==> src/rtl/seq_match_logger.sv <==
// seq_match_logger: counts single-cycle match pulses from the seq_1100
// detector and logs a free-running timestamp for each one in a small
// first-word-fall-through FIFO, with a sticky overflow flag for lost entries.
module seq_match_logger #(
    parameter int TS_WIDTH  = 16,
    parameter int DEPTH     = 4,
    parameter int CNT_WIDTH = 8
) (
    input  logic                 clk,
    input  logic                 rst,
    input  logic                 y,
    input  logic                 clr,
    input  logic                 rd_en,
    output logic [TS_WIDTH-1:0]  ts_out,
    output logic                 empty,
    output logic                 full,
    output logic [CNT_WIDTH-1:0] match_count,
    output logic                 overflow
);

    localparam int AW = $clog2(DEPTH);

    logic [TS_WIDTH-1:0]  ts;
    logic [AW:0]          wr_ptr;
    logic [AW:0]          rd_ptr;
    logic [TS_WIDTH-1:0]  mem [DEPTH];

    logic                 do_wr;
    logic                 do_rd;
    logic                 drop;
    logic                 cnt_sat;

    // Status decode from the pointer registers only; the extra MSB tells
    // a full ring apart from an empty one when the index bits match.
    assign empty  = (wr_ptr == rd_ptr);
    assign full   = (wr_ptr[AW] != rd_ptr[AW]) &&
                    (wr_ptr[AW-1:0] == rd_ptr[AW-1:0]);
    assign ts_out = empty ? '0 : mem[rd_ptr[AW-1:0]];

    // Per-edge decisions, all taken from pre-edge state; clr masks everything.
    always_comb begin
        // NOTE: every always_comb output gets a default first so no path
        // through the block can leave it unassigned and infer a latch.
        do_wr   = 1'b0;
        do_rd   = 1'b0;
        drop    = 1'b0;
        cnt_sat = (match_count == {CNT_WIDTH{1'b1}});
        if (!clr) begin
            do_wr = y && !full;
            drop  = y && full;
            do_rd = rd_en && !empty;
        end
    end

    // Free-running timestamp; keeps counting through clr and wraps naturally.
    always_ff @(posedge clk or posedge rst) begin
        // NOTE: sequential state uses non-blocking assignments so every
        // register samples pre-edge values regardless of statement order.
        if (rst) ts <= '0;
        else     ts <= ts + TS_WIDTH'(1);
    end

    // Match counter, sticky overflow and FIFO pointers.
    always_ff @(posedge clk or posedge rst) begin
        if (rst) begin
            match_count <= '0;
            overflow    <= 1'b0;
            wr_ptr      <= '0;
            rd_ptr      <= '0;
        end else if (clr) begin
            match_count <= '0;
            overflow    <= 1'b0;
            wr_ptr      <= '0;
            rd_ptr      <= '0;
        end else begin
            if (y && !cnt_sat) match_count <= match_count + CNT_WIDTH'(1);
            if (drop)          overflow    <= 1'b1;
            if (do_wr)         wr_ptr      <= wr_ptr + (AW+1)'(1);
            if (do_rd)         rd_ptr      <= rd_ptr + (AW+1)'(1);
        end
    end

    // Timestamp storage; the tail slot captures ts as it was before this edge.
    always_ff @(posedge clk) begin
        // NOTE: the storage array has no reset; entries are only visible
        // through the pointers, which are reset, so clearing data is wasted.
        if (do_wr) mem[wr_ptr[AW-1:0]] <= ts;
    end

endmodule

==> config.mk <==
export PLATFORM = sky130hd
export DESIGN_NAME = seq_match_logger
export DESIGN_NICKNAME = d
export VERILOG_FILES = /design/src/rtl/seq_match_logger.sv
export SDC_FILE = /design/constraint.sdc
export NUM_CORES = 1
export LEC_CHECK = 0
export ABC_AREA = 1
export CORE_AREA = 2 2 96 98
export DETAILED_ROUTE_END_ITERATION = 7
export DIE_AREA = 0 0 98 100
export DONT_BUFFER_PORTS = 1
export PLACE_DENSITY = 0.71
export REMOVE_ABC_BUFFERS = 1
export SYNTH_ARGS = -nofsm -noshare
export SYNTH_HDL_FRONTEND = slang
export SYNTH_SLANG_ARGS = --single-unit
==> constraint.sdc <==
create_clock -name clk -period 4.2 [get_ports clk]
set_input_delay 0.21 -clock clk [delete_from_list [all_inputs] [get_ports clk]]
set_output_delay 0.21 -clock clk [all_outputs]
set_load 0.005 [all_outputs]
==> impl_metrics.json <==
{
  "status": "complete, no violations",
  "n_antenna_cell": 0,
  "syn_inst": 410,
  "cts.clk_slew.worst_paths_ns": 0.09,
  "min_from": "y",
  "ant_nets": 0,
  "synthFlopType": "edfxtp_1",
  "fin_total_pwr_mw": 1.82,
  "placed_cells": 512,
  "die-area_um2": 9800,
  "post-dp-hpwl_um": 5580,
  "synthTopCellsByArea": "edfxtp_1, dfrtp_1, nand2_1",
  "hold_buffers": 4,
  "grt_start_max_net_pins": 36,
  "synth-edff-count": 64,
  "num_io_pins": 32,
  "yosys.area_share.simple_pct": 19.3,
  "maxCapViolations": 0,
  "drt_pre_antenna_iters": 5,
  "wire_per_inst_um": 15.6,
  "synth_top_area_cell": "edfxtp_1",
  "num_vias": 2867,
  "drive_above_1_share_pct": 9.50,
  "cts_resized": 0,
  "ff2ff_setup_slack_ns": 2.14,
  "ys_types": 29,
  "drc_errors": 0,
  "synth_warnings": 0,
  "synth.area.mux_share_pct": 0,
  "netlist_area_um2": 4320,
  "cts.sinks": 95,
  "ir_drop_mv": 0.160,
  "port_buffers": 0,
  "critPathLaunchType": "flip-flop",
  "drtIter0Drc": 187,
  "period_minus_slack_ns": 2.16,
  "max-clock-path-buffers": 2,
  "antenna_found_initial": 0,
  "cp.required_ns": 3.99,
  "gr-total-overflow": 0,
  "rr_endpoint": "mem[1][1]",
  "fmax_mhz": 464,
  "gp_congestion": 0.798,
  "cts_setup_buffers": 0,
  "p_per_area_nw_per_um2": 393,
  "finalCritPeriodShare_pct": 51.3,
  "fin_util_pct": 52.1,
  "cp_max_fo": 21,
  "grt_pass1_vias": 2858,
  "synth_commonest_cells": "nand2_1, edfxtp_1, nor2_1",
  "cts-buffers-inserted": 9,
  "instances_no_fill": 532,
  "tritoncts": "done",
  "drt-vias-per-instance": 5.39,
  "yosysMostFrequentCell": "nand2_1",
  "ctsHtreeMaxLevel": 3,
  "die_w_um": 98,
  "maxSlewHeadroom_pct": 52.3,
  "skew_ns": 0.0106,
  "tns_ns": 0,
  "grt_pass1_wl_um": 14000,
  "synth-compound-area-share_pct": 7.06,
  "hold_ws_ns": 0.00958,
  "n_fill_cell": 809,
  "ys_ff_latch": 95,
  "critical_path_class": "flip-flop to primary output",
  "r2r-start": "rd_ptr[1]",
  "setup_viol": 0,
  "p_leak_nw": 1.83,
  "hold_depth": 2,
  "rsz0062_at_grt": "false",
  "synth_area_per_cell_um2": 10.5,
  "synth_top_family_by_area": "simple AND/OR/NAND/NOR gates",
  "core_um2": 8890,
  "yosysTopAreaCellShare_pct": 44.4,
  "cp.arrival_ns": 1.95,
  "track_usage_pct": 18.2,
  "hp-class": "input port to flip-flop",
  "routed_wl_um": 8300,
  "end_kind": "primary output",
  "worst_skew_pair.late_latency_ns": 0.35,
  "worst_pin_slew_ns": 0.715,
  "rows": 35,
  "ys_seq_area_share_pct": 62.4,
  "synthXorXnorAreaFrac_pct": 2.43,
  "synthToLayoutAreaGrowth_pct": 7.06,
  "hold_viol": 0,
  "whs_endpoint": "wr_ptr[2]",
  "die_y_um": 100,
  "fin_nets": 428,
  "synthAdderAreaFrac_pct": 2.03,
  "synthArstFlopShare_pct": 32.6,
  "root_buffer": "clkbuf_8",
  "slew_viol_final": 0,
  "rr_worst_depth": 7,
  "floorplan.initialDensity_pct": 48.6
}
-- cells by family (layout without fill, tap and decap cells) --
group	after synthesis	after routing
flip-flops	95	95
AO/OA/AOI/OAI	56	56
adder cells (fa/ha/maj)	7	7
buffers and inverters	63	74
AND/OR/NAND/NOR	177	177
XOR/XNOR	12	12
-- cells in the final DEF (no fill, tap or decap), types with 2 or more instances in the layout --
master	n
a21oi_1	2
inv_1	44
o21ai_0	33
o21ai_1	3
o22ai_1	16
nand2_1	70
buf_4	6
nand2_4	3
edfxtp_1	64
inv_4	2
dlygate4sd3_1	4
nor2_1	56
nand3_1	21
dfrtp_1	31
nor3_1	3
inv_2	2
clkbuf_1	2
nand3_4	2
clkinvlp_4	2
o21bai_1	2
nor3_4	2
xor2_1	11
clkbuf_8	9
ha_1	7
nand3_2	2
nand4_1	10
nand2_2	6
-- worst max-delay path by stage --
stage | startpoint | end | slack, ns
floorplan | rd_ptr[0] | mem[0][0] | 1.67
global placement | rd_ptr[1] | mem[3][3] | 2.22
detailed placement | rd_ptr[1] | mem[1][6] | 2.14
CTS | rd_ptr[1] | ts_out[4] | 2.03
global route | rd_ptr[1] | ts_out[4] | 1.90
finish | rd_ptr[1] | ts_out[4] | 2.04
-- area by class of cell --
| class | instances | area, um2 | share of cell area, % |
|---|---|---|---|
| flip-flops and latches | 95 | 2700 | 58.3 |
| clock buffers | 11 | 131 | 2.84 |
| inverters | 48 | 185 | 4.00 |
| clock inverters | 5 | 57.6 | 1.24 |
| multi-input cells | 252 | 1330 | 28.8 |
| repair buffers | 10 | 85.1 | 1.84 |
| well taps | 111 | 139 | 3.00 |
-- worst max-delay path: stages (launching register included) --
cell     delay, ns
dfrtp_1       0.75
inv_4         0.21
nand2_4       0.11
nand2_4       0.07
nand3_4       0.24
nand2_1       0.13
inv_1         0.09
-- sequential cells by signal, summed over array words and instances (netlist names) --
signal,count
mem,64
ts,16
match_count,8
rd_ptr,3
wr_ptr,3
overflow,1
-- stage by stage --
stage | setup slack, ns | cell area, um2
2_1_floorplan | 1.67 | 4220
3_3_place_gp | 2.22 | 4400
3_5_place_dp | 2.14 | 4400
4_1_cts | 2.03 | 4630
5_1_grt | 1.90 | 4630
6_report | 2.04 | 4630
-- power by group --
group          internal [mW]  switching (mW)
clock network          0.276           0.305
registers               1.01          0.0156
logic                 0.0584           0.148
total                   1.35           0.468
-- per-layer routing --
metal	share of wire, %	GRT usage, %	up-vias
li1	-	-	1388
met1	46	25.1	1389
met2	47	28.9	80
met3	6.4	3.48	10
met4	1.2	6.94	0
met5	0	0	-
No activity file was read; power rests on OpenSTA's default activity.
